===== src/rtl/pb_io_master.sv =====
// pb_io_master: valid/ready command initiator for the 8-bit port bus; optional interrupt service via PB_IO_MASTER_IRQ_EN.
module pb_io_master #(
  parameter logic [7:0] IRQ_STATUS_ADDR = 8'h00,
  parameter logic [7:0] IRQ_CLEAR_ADDR  = 8'h01,
  parameter logic [7:0] IRQ_CLEAR_DATA  = 8'h01
) (
  input  logic       clk,
  input  logic       reset,
  input  logic       cmd_valid,
  output logic       cmd_ready,
  input  logic       cmd_write,
  input  logic [7:0] cmd_addr,
  input  logic [7:0] cmd_wdata,
  output logic       rsp_valid,
  input  logic       rsp_ready,
  output logic [7:0] rsp_rdata,
  output logic [7:0] port_id,
  output logic [7:0] out_port,
  input  logic [7:0] in_port,
  output logic       write_strobe,
  output logic       read_strobe,
  input  logic       interrupt,
  output logic       irq_valid,
  output logic [7:0] irq_status
);
  typedef enum logic [3:0] {
    IDLE, SETUP, STROBE, RESP
`ifdef PB_IO_MASTER_IRQ_EN
    , IRQ_RD_SETUP, IRQ_RD_STB, IRQ_WR_SETUP, IRQ_WR_STB, HOLDOFF
`endif
  } state_t;
  state_t state;
  logic   is_write;
`ifdef PB_IO_MASTER_IRQ_EN
  logic   hold;
  // interrupt service wins over a command presented in the same idle cycle
  assign cmd_ready = state == IDLE && !interrupt;
`else
  logic   unused_irq;
  assign unused_irq = interrupt;
  assign cmd_ready  = state == IDLE;
  assign irq_valid  = 1'b0;
  assign irq_status = 8'h00;
`endif
  always_ff @(posedge clk) begin
    if (reset) begin
      state        <= IDLE;
      is_write     <= 1'b0;
      port_id      <= 8'h00;
      out_port     <= 8'h00;
      rsp_rdata    <= 8'h00;
      rsp_valid    <= 1'b0;
      write_strobe <= 1'b0;
      read_strobe  <= 1'b0;
`ifdef PB_IO_MASTER_IRQ_EN
      irq_valid    <= 1'b0;
      irq_status   <= 8'h00;
      hold         <= 1'b0;
`endif
    end else begin
      write_strobe <= 1'b0;
      read_strobe  <= 1'b0;
`ifdef PB_IO_MASTER_IRQ_EN
      irq_valid    <= 1'b0;
`endif
      case (state)
        IDLE:
`ifdef PB_IO_MASTER_IRQ_EN
          if (interrupt) begin
            port_id <= IRQ_STATUS_ADDR;
            state   <= IRQ_RD_SETUP;
          end else
`endif
          if (cmd_valid) begin
            is_write <= cmd_write;
            port_id  <= cmd_addr;
            out_port <= cmd_wdata;
            state    <= SETUP;
          end
        SETUP: begin
          write_strobe <= is_write;
          read_strobe  <= !is_write;
          state        <= STROBE;
        end
        STROBE:
          if (is_write) state <= IDLE;
          else begin
            rsp_rdata <= in_port;
            rsp_valid <= 1'b1;
            state     <= RESP;
          end
        RESP:
          if (rsp_ready) begin
            rsp_valid <= 1'b0;
            state     <= IDLE;
          end
`ifdef PB_IO_MASTER_IRQ_EN
        IRQ_RD_SETUP: begin
          read_strobe <= 1'b1;
          state       <= IRQ_RD_STB;
        end
        IRQ_RD_STB: begin
          irq_status <= in_port;
          port_id    <= IRQ_CLEAR_ADDR;
          out_port   <= IRQ_CLEAR_DATA;
          state      <= IRQ_WR_SETUP;
        end
        IRQ_WR_SETUP: begin
          write_strobe <= 1'b1;
          state        <= IRQ_WR_STB;
        end
        IRQ_WR_STB: begin
          irq_valid <= 1'b1;
          hold      <= 1'b0;
          state     <= HOLDOFF;
        end
        HOLDOFF: begin
          hold <= 1'b1;
          if (hold) state <= IDLE;
        end
`endif
        default: state <= IDLE;
      endcase
    end
  end
endmodule


===== config.mk =====
export PLATFORM = sky130hd
export DESIGN_NAME = pb_io_master
export DESIGN_NICKNAME = d
export VERILOG_FILES = /design/src/rtl/pb_io_master.sv
export SDC_FILE = /design/constraint.sdc
export NUM_CORES = 1
export LEC_CHECK = 0
export BUFFER_PORTS_ARGS = -buffer_cell sky130_fd_sc_hd__buf_4
export CAP_MARGIN = 25
export CORE_MARGIN = 5
export CORE_UTILIZATION = 38
export DETAILED_ROUTE_END_ITERATION = 10
export PLACE_DENSITY = 0.79
export SLEW_MARGIN = 20
export SYNTH_ARGS = -nofsm -noshare
export SYNTH_HDL_FRONTEND = slang
export SYNTH_SLANG_ARGS = --single-unit

===== constraint.sdc =====
create_clock -name clk -period 1.38 [get_ports clk]
set_clock_uncertainty 0.05 [all_clocks]
set_input_delay 0.069 -clock clk [delete_from_list [all_inputs] [get_ports clk]]
set_output_delay 0.069 -clock clk [all_outputs]
set_load 0.005 [all_outputs]

==> summary.txt, run 1 <==
Final layout
  • Antenna Diode Count: 0
  • Post-layout instance count excluding filler cells: 273
  • Area growth syn-to-layout: 64.9%
  • Leading cell types in the layout, fill and taps excluded: sky130_fd_sc_hd__buf_4 (64), sky130_fd_sc_hd__nand2_1 (51), sky130_fd_sc_hd__dfxtp_1 (30)
  • Most common library cell in the layout ignoring fill and taps: sky130_fd_sc_hd__buf_4
  • Fill cell count: 295
  • Nets: 258
  • Post-route cell area: 1960 um^2
  • Share of final-layout standard cells stronger than drive strength 1: 0.336

Power and ir drop
  • Sequential share of power: 0.472
  • Switching share of power: 0.251
  • Proportion of power drawn by the clock network: 0.311
  • Combinational fraction of design power: 0.217
  • Power density of the placed cells: 1050 nW/um^2
  • Total internal power: 1.54 mW
  • Worst VDD drop: 0.000627 V
  • Net switching power: 515 uW
  • P_leak: 0.880 nW

Clocking
  • CTS sink cnt: 30
  • Post-CTS setup buffer count: 0
  • Number of levels the H-tree was split into: 2
  • Insertion delay of the later-clocked pin in the worst-skew pair: 0.32 ns
  • Clock tree from TritonCTS: built
  • TritonCTS buffer count: 5
  • Buffers from clock root to sink, at most: 2
  • Cell at the root of the clock tree: sky130_fd_sc_hd__clkbuf_4
  • Clock-pin transition on the worst setup and hold timing paths: 0.09 ns

Synthesis
  • Number of standard cells after synthesis: 141
  • Synthesized area per cell: 8.41 um^2
  • Register area share after synthesis: 0.506
  • Yosys synthesis warning count: 0
  • Prevailing post-synth register cell: sky130_fd_sc_hd__dfxtp_1
  • Synth async-reset ratio: 0
  • Post-synthesis instance area: 1190 um^2
  • Number of enable-type register cells in the synthesized netlist: 0
  • Unique masters post-synth: 20
  • FF+latch count, synth: 30

Worst setup path
  • Critical-path cell with the highest stage delay: sky130_fd_sc_hd__or3b_1
  • Number of buffers and inverters on the critical path: 1
  • Path type of the worst setup path: flip-flop to flip-flop
  • Peak fanout along the critical path: 13
  • Critical-path cell list: or3b_1 -> buf_4 -> nand2_1 -> a21oi_1
  • Startpoint Class: flip-flop
  • CP Data Required Time: 1.53 ns
  • Largest incremental delay on the critical path: 0.40 ns
  • Cell family with most CP delay: simple AND/OR/NAND/NOR gates
  • Data arrival time of the critical path: 1.46 ns
  • Element type at the critical path end: flip-flop

Drt
  • Total length of routed wires: 3.27 mm
  • Post-DR vias/cell: 4.30
  • Vias post-DR: 1173
  • Routed len/inst: 12.0 um
  • Final ANT Viol Nets: 0
  • Drt first-iter violations: 53
  • Drt drc: 0
  • First-pass iteration count of the detailed router: 2

Placement
  • Dpl cells: 239
  • I/O Buffers: 56
  • Placement-stage worst setup slack: 0.0838 ns
  • Final GP Congestion: 0.717
  • Placed standard-cell area: 1620 um^2
  • Post-detailed-placement half-perimeter wirelength: 2.00 mm

GRT
  • Global-route wire length before repair: 5.26 mm
  • Vias in the first global route: 1186
  • Pin count of the biggest net entering global routing: 31
  • Overflow left after global routing: 0
  • Number of antenna violations at the first check in global routing: 0
  • GRT Resource Usage Total: 0.164

STA
  • Setup TNS after final layout: 0 ns
  • Fmax achieved: 766 MHz
  • Final setup violation count: 0
  • Hold violation count in the final report: 0
  • RSZ-0062 raised after global routing: true
  • Worst setup margin: 0.0749 ns
  • Final number of max-transition violations: 0
  • Final Critical Period: 1.31 ns
  • Share of the clock period used by the worst path after layout: 0.946

Die
  • Starting density of the core: 0.392
  • Die Wd: 65.9 um
  • Top-level I/O count: 67
  • Die ar.: 4340 um^2
  • Placement Rows: 20
  • Die extent in y: 65.9 um
  • Core region area: 3030 um^2

Worst hold path
  • Kind of path behind the tightest hold check: primary input to flip-flop

Outcome
  • Result of the run: completed

Job
  • Number of maximum-capacitance constraint violations: 0
Yosys cell counts (2+ instances only):
master / instances / area (um^2)
sky130_fd_sc_hd__a21oi_1: 27 / 135
sky130_fd_sc_hd__buf_4: 11 / 82.6
sky130_fd_sc_hd__buf_6: 2 / 22.5
sky130_fd_sc_hd__clkbuf_1: 3 / 11.3
sky130_fd_sc_hd__dfxtp_1: 30 / 601
sky130_fd_sc_hd__nand2_1: 51 / 191
sky130_fd_sc_hd__nor2_1: 3 / 11.3
sky130_fd_sc_hd__or3b_1: 2 / 17.5
sequential cells by signal (all words and copies together), names as in the netlist:
name,count
is_write,1
out_port,8
port_id,8
read_strobe,1
rsp_rdata,8
rsp_valid,1
state,2
write_strobe,1
logic make-up (layout without fill, tap and decap cells):
kind of cell | after synthesis | count (layout) | synth area share
compound gates | 29 | 29 | 0.128
buf+inv | 18 | 98 | 0.114
flops | 30 | 30 | 0.506
mux | 1 | 1 | 0.00844
other cells | 1 | 9 | 0.00316
simple gates | 62 | 62 | 0.241
power groups by stage:
stage | Clock (mW) | Sequential [mW] | Combinational [mW]
2_1_floorplan | 0 | 0.987 | 0.212
3_3_place_gp | 0 | 0.986 | 0.380
3_5_place_dp | 0 | 0.988 | 0.385
4_1_cts | 0.663 | 0.968 | 0.445
5_1_grt | 0.720 | 0.980 | 0.489
6_report | 0.637 | 0.968 | 0.445
worst paths after layout:
check	start	endpoint	slack, ns	depth (start not counted)
worst max-delay path	state[0]$_SDFFE_PP0P_	out_port[5]$_SDFFE_PP0P_	0.07	4
worst min-delay path	reset	state[1]$_SDFFE_PP0P_	0.07	2
worst max register to register	state[0]$_SDFFE_PP0P_	out_port[5]$_SDFFE_PP0P_	0.07	4
worst min register to register	rsp_rdata[3]$_SDFFE_PP0P_	rsp_rdata[3]$_SDFFE_PP0P_	0.41	2
layout make-up:
class	count	area, um^2	area share
tap	44	55.1	0.0282
multi-input combinational	101	480	0.246
sequential	30	601	0.307
clock buffer	8	78.8	0.0403
timing repair buffer	90	741	0.379
worst reg2reg max path, delay by kind of cell, from the launching register on:
kind                   cells  cell delay, ns
AOI/OAI and AO/OA          1            0.07
buffers and inverters      1            0.20
DFF                        1            0.39
and+or+nand+nor            2            0.48
per-layer routing:
metal,up-vias,track usage,wire (um)
met5,-,0,0
met1,524,0.163,1250
met4,0,0.0544,42
li1,609,-,-
met3,5,0.0731,208
met2,35,0.300,1770
per-stage QoR:
step / total power [mW] / hold WS (ns) / util
after floorplan: 1.20 / 0.155 / -
after global placement: 1.37 / 0.266 / 0.534
after detailed placement: 1.37 / 0.277 / 0.534
after CTS: 2.08 / 0.0491 / 0.646
after global routing: 2.19 / 0.0526 / 0.646
final: 2.05 / 0.0658 / 0.646
repair_timing:
action / in CTS / in global routing
hold buffers: 26 / 0
gates resized for setup: 0 / 0
endpoints found under the setup margin: 0 / 2
endpoints found under the hold margin: 26 / 0
No activity file was read; power rests on OpenSTA's default activity.
==> inputs of run 2 (changes only) <==
PLACE_DENSITY = 0.7   (was 0.79)
RECOVER_POWER = 25   (was not set)
==> run 2 against run 1 <==
  * Combinational power shrank 2%
  * Register-to-register slack improved by 0.02 ns
  * Largest cell class unchanged
  * Global-route usage shrank 0.81 points
==> summary.txt, run 2 (same netlist as run 1, synthesis figures left out) <==
Final layout
  • Core utilization of the finished layout: 0.633
  • Fill cell count: 262
  • Share of final-layout standard cells stronger than drive strength 1: 0.332
  • Antenna Diode Count: 0
  • Leading cell types in the layout, fill and taps excluded: sky130_fd_sc_hd__nand2_1 (51), sky130_fd_sc_hd__buf_4 (50), sky130_fd_sc_hd__dfxtp_1 (30)
  • Area growth syn-to-layout: 61.6%
  • Largest registers: out_port (8), port_id (8), rsp_rdata (8)
  • Nets: 257
  • Most common library cell in the layout ignoring fill and taps: sky130_fd_sc_hd__nand2_1

Power and ir drop
  • Combinational fraction of design power: 0.229
  • Net switching power: 488 uW
  • Power density of the placed cells: 992 nW/um^2
  • Worst VDD drop: 0.000690 V
  • P_leak: 0.853 nW
  • Switching share of power: 0.257
  • Sequential share of power: 0.510
  • Proportion of power drawn by the clock network: 0.261
  • Total power draw: 1.90 mW
  • Total internal power: 1.41 mW

GRT
  • Overflow left after global routing: 0
  • GRT Resource Usage Total: 0.156
  • Global-route wire length before repair: 5.12 mm
  • Number of antenna violations at the first check in global routing: 0
  • Vias in the first global route: 1164
  • Pin count of the biggest net entering global routing: 31

Clocking
  • Insertion delay of the later-clocked pin in the worst-skew pair: 0.31 ns
  • Clock tree from TritonCTS: built
  • TritonCTS buffer count: 5
  • Post-CTS setup buffer count: 0
  • CTS sink cnt: 30
  • Number of levels the H-tree was split into: 2
  • Buffers from clock root to sink, at most: 2
  • Cell at the root of the clock tree: sky130_fd_sc_hd__clkbuf_4
  • Clock-pin transition on the worst setup and hold timing paths: 0.09 ns

Worst setup path
  • Peak fanout along the critical path: 9
  • CP Data Required Time: 1.52 ns
  • Startpoint Class: flip-flop
  • Data arrival time of the critical path: 1.42 ns
  • Critical-path cell with the highest stage delay: sky130_fd_sc_hd__or3b_1
  • Number of buffers and inverters on the critical path: 1
  • Cell family with most CP delay: simple AND/OR/NAND/NOR gates
  • Path type of the worst setup path: flip-flop to flip-flop
  • Element type at the critical path end: flip-flop
  • Largest incremental delay on the critical path: 0.42 ns
  • Critical-path cell list: or3b_1 -> buf_4 -> nand2_1 -> a21oi_1

Drt
  • Vias post-DR: 1187
  • Post-DR vias/cell: 4.40
  • First-pass iteration count of the detailed router: 4
  • Routed len/inst: 11.6 um
  • Drt drc: 0
  • Final ANT Viol Nets: 0
  • Total length of routed wires: 3.14 mm
  • Drt first-iter violations: 48

Placement
  • Placement-stage worst setup slack: 0.0860 ns
  • Post-detailed-placement half-perimeter wirelength: 2.11 mm
  • Final GP Congestion: 0.674
  • I/O Buffers: 56

Job
  • Number of maximum-capacitance constraint violations: 0

STA
  • Fmax achieved: 780 MHz
  • RSZ-0062 raised after global routing: false
  • Hold violation count in the final report: 0
  • Final setup violation count: 0
  • Final Critical Period: 1.28 ns
  • Share of the clock period used by the worst path after layout: 0.929
  • Setup TNS after final layout: 0 ns
  • Worst setup margin: 0.0986 ns
  • Final number of max-transition violations: 0

Worst hold path
  • Kind of path behind the tightest hold check: primary input to flip-flop

Die
  • Die ar.: 4340 um^2
  • Starting density of the core: 0.392
  • Core region area: 3030 um^2
  • Die Wd: 65.9 um
  • Top-level I/O count: 67
  • Placement Rows: 20
  • Die extent in y: 65.9 um

Outcome
  • Result of the run: completed
run 2: cell count changes in the layout (fill, tap and decap cells not counted), sizes merged:
cell         delta
buf            -14
dlygate4sd3     -1
clkbuf         +12
run 2: path summary, 6_finish.rpt:
| path | cells after the start | slack [ns] | start | to |
|---|---|---|---|---|
| setup reg to reg | 4 | 0.1 | state[1]$_SDFFE_PP0P_ | out_port[3]$_SDFFE_PP0P_ |
| setup / recovery | 4 | 0.1 | state[1]$_SDFFE_PP0P_ | out_port[3]$_SDFFE_PP0P_ |
| hold / removal | 4 | 0.01 | rsp_ready | rsp_valid$_SDFFE_PP0P_ |
| hold reg to reg | 2 | 0.41 | port_id[7]$_SDFFE_PP0P_ | port_id[7]$_SDFFE_PP0P_ |
run 2: cell type report:
type                       instances  area (um^2)  share of cell area
timing repair buffer              89          727               0.379
tap                               44         55.1              0.0287
sequential                        30          601               0.313
clock buffer                       6         51.3              0.0268
multi-input combinational        101          483               0.252
run 2: through the flow:
| step | instances | hold slack, ns | cell area, um^2 |
|---|---|---|---|
| after global placement | 239 | 0.267 | 1620 |
| after floorplan | 149 | 0.155 | 1220 |
| after CTS | 270 | 0.000117 | 1920 |
| final | 270 | 0.0105 | 1920 |
| after global routing | 270 | 0.0367 | 1920 |
| after detailed placement | 239 | 0.277 | 1620 |
run 2: per-layer routing:
metal	GRT usage	part of all wire	vias to the layer above
li1	-	-	606
met1	0.154	0.38	539
met2	0.283	0.53	36
met3	0.0527	0.072	6
met4	0.0855	0.015	0
met5	0	0	-
run 2: power by group through the flow:
stage	clock network, mW	registers [mW]	logic, mW
floorplan	0	0.987	0.212
global route	0.559	0.979	0.483
finish	0.495	0.970	0.436
CTS	0.514	0.969	0.441
detailed placement	0	0.989	0.384
global placement	0	0.986	0.371
run 2: tightest hold or removal path, stage by stage:
cell and delay (ns):
sky130_fd_sc_hd__buf_4 0.08, sky130_fd_sc_hd__nand2_1 0.06, sky130_fd_sc_hd__nand2_1 0.06, sky130_fd_sc_hd__a21oi_1 0.06
run 2: what timing repair did:
action                                 CTS  global route
setup endpoints to repair                0             5
hold buffers                            25             0
resized for setup                        0             1
endpoints found under the hold margin   25             0
==> inputs of run 3 (changes only) <==
CORE_UTILIZATION = 43   (was 38)
PLACE_DENSITY = 0.75   (was 0.7)
clock period = 1.3 ns   (was 1.38 ns; I/O delays follow)
==> run 3 against run 2 <==
  * Non-clock buffer count is 2 higher
  * Die area is 9.9% lower
  * Hold slack better by 0.049 ns
  * Setup slack worse by 0.049 ns
  * Global-route usage is 2.9 points higher
  * Sequential power is 6% higher
  * Final area is 2.3% higher
  * Maximum frequency is 2.4% higher
  * Largest power group unchanged
  * Flip-flop and latch count stayed put
  * Via count is 3.8% higher
==> summary.txt, run 3 (same netlist as run 1, synthesis figures left out) <==
Outcome
  • Result of the run: completed

Drt
  • Post-DR vias/cell: 4.72
  • Drt drc: 0
  • Routed len/inst: 13.2 um
  • Final ANT Viol Nets: 0
  • Total length of routed wires: 3.46 mm
  • First-pass iteration count of the detailed router: 4
  • Vias post-DR: 1232
  • Drt first-iter violations: 40

GRT
  • Overflow left after global routing: 0
  • Pin count of the biggest net entering global routing: 31
  • Number of antenna violations at the first check in global routing: 0
  • Vias in the first global route: 1261
  • GRT Resource Usage Total: 0.185
  • Global-route wire length before repair: 5.71 mm

Clocking
  • Number of levels the H-tree was split into: 2
  • CTS sink cnt: 30
  • Buffers from clock root to sink, at most: 2
  • TritonCTS buffer count: 5
  • Insertion delay of the later-clocked pin in the worst-skew pair: 0.33 ns
  • Clock tree from TritonCTS: built
  • Clock-pin transition on the worst setup and hold timing paths: 0.10 ns
  • Cell at the root of the clock tree: sky130_fd_sc_hd__clkbuf_4

STA
  • Fmax achieved: 800 MHz
  • Hold violation count in the final report: 0
  • Final setup violation count: 0
  • Fin Hold WS: 0.0596 ns
  • Final Critical Period: 1.25 ns
  • Final number of max-transition violations: 0
  • RSZ-0062 raised after global routing: true
  • Share of the clock period used by the worst path after layout: 0.962

Die
  • Die extent in y: 62.5 um
  • Die ar.: 3910 um^2
  • Starting density of the core: 0.438
  • Core region area: 2710 um^2
  • Top-level I/O count: 67
  • Die Wd: 62.5 um
  • Placement Rows: 19

Final layout
  • Nets: 259
  • Share of final-layout standard cells stronger than drive strength 1: 0.343
  • Fill cell count: 208
  • Most common library cell in the layout ignoring fill and taps: sky130_fd_sc_hd__buf_4
  • Leading cell types in the layout, fill and taps excluded: sky130_fd_sc_hd__buf_4 (60), sky130_fd_sc_hd__nand2_1 (51), sky130_fd_sc_hd__dfxtp_1 (29)
  • Post-route cell area: 1960 um^2
  • Largest registers: out_port (8), port_id (8), rsp_rdata (8)
  • Area growth syn-to-layout: 65.4%
  • Antenna Diode Count: 0

Worst setup path
  • Data arrival time of the critical path: 1.40 ns
  • Reg2Reg Setup Slack: 0.05 ns
  • Element type at the critical path end: flip-flop
  • Path type of the worst setup path: flip-flop to flip-flop
  • Startpoint Class: flip-flop
  • CP Data Required Time: 1.45 ns
  • Peak fanout along the critical path: 9

Job
  • Number of maximum-capacitance constraint violations: 0

Power and ir drop
  • P_leak: 0.886 nW
  • Switching share of power: 0.257
  • Combinational fraction of design power: 0.224
  • Power density of the placed cells: 1130 nW/um^2
  • Net switching power: 567 uW
  • Worst VDD drop: 0.00122 V
  • Proportion of power drawn by the clock network: 0.310
  • Sequential share of power: 0.465
  • Total internal power: 1.64 mW

Placement
  • Post-detailed-placement half-perimeter wirelength: 2.23 mm
  • Final GP Congestion: 0.668
  • Placed standard-cell area: 1600 um^2
  • I/O Buffers: 56

Worst hold path
  • Kind of path behind the tightest hold check: primary input to flip-flop
## run 3: cell types whose count changed in the layout (fill, tap and decap cells not counted), moves of 2 or more
cell	before	now
sky130_fd_sc_hd__buf_6	0	2
sky130_fd_sc_hd__clkbuf_8	1	3
sky130_fd_sc_hd__buf_4	50	60
sky130_fd_sc_hd__clkbuf_4	18	8
## run 3: layout make-up
class | count | area (um^2) | area share
Clock buffer | 8 | 78.8 | 0.0402
Tap cell | 31 | 38.8 | 0.0198
Sequential cell | 30 | 602 | 0.307
Timing Repair Buffer | 91 | 756 | 0.385
Multi-Input combinational cell | 101 | 487 | 0.248
## run 3: stage by stage
| stage | power [mW] | setup WS (ns) | instances | util | setup TNS (ns) |
|---|---|---|---|---|---|
| after global placement | 1.44 | 0.113 | 226 | 0.590 | 0 |
| final | 2.21 | 0.0492 | 261 | 0.724 | 0 |
| after CTS | 2.20 | 0.0471 | 260 | 0.716 | 0 |
| after floorplan | 1.28 | -0.0379 | 149 | - | -0.364 |
| after detailed placement | 1.46 | 0.0565 | 226 | 0.590 | 0 |
| after global routing | 2.33 | -0.0453 | 261 | 0.724 | -0.178 |
## run 3: final timing paths
check,cells after the start,from,to
max,4,state[1]$_SDFFE_PP0P_,port_id[3]$_SDFFE_PP0P_
min reg2reg,2,out_port[5]$_SDFFE_PP0P_,out_port[5]$_SDFFE_PP0P_
max reg2reg,4,state[1]$_SDFFE_PP0P_,port_id[3]$_SDFFE_PP0P_
min,2,reset,is_write$_SDFFE_PP0P_
## run 3: timing repair
action | CTS | global route
buffers inserted | 0 | 1
hold endpoints to repair | 26 | 0
resized for setup | 0 | 4
setup endpoints to repair | 0 | 15
hold buffers | 26 | 0
## run 3: power by group through the flow
stage / clock (mW) / sequential [mW] / combinational [mW]
floorplan: 0 / 1.05 / 0.227
global placement: 0 / 1.04 / 0.400
detailed placement: 0 / 1.05 / 0.412
CTS: 0.696 / 1.03 / 0.477
global route: 0.748 / 1.04 / 0.544
finish: 0.685 / 1.03 / 0.496
## run 3: critical path, stage by stage, from the launching register on
cell and delay, ns:
sky130_fd_sc_hd__dfxtp_2 0.35, sky130_fd_sc_hd__or3b_1 0.40, sky130_fd_sc_hd__buf_4 0.19, sky130_fd_sc_hd__nand2_1 0.08, sky130_fd_sc_hd__a21oi_1 0.07
## run 3: per-layer routing
metal	up-vias	wire length, um	track usage	part of all wire
met4	0	145	0.106	0.042
met2	58	1770	0.304	0.51
met5	-	0	0	0
li1	610	-	-	-
met1	548	1210	0.182	0.35
met3	16	333	0.101	0.096
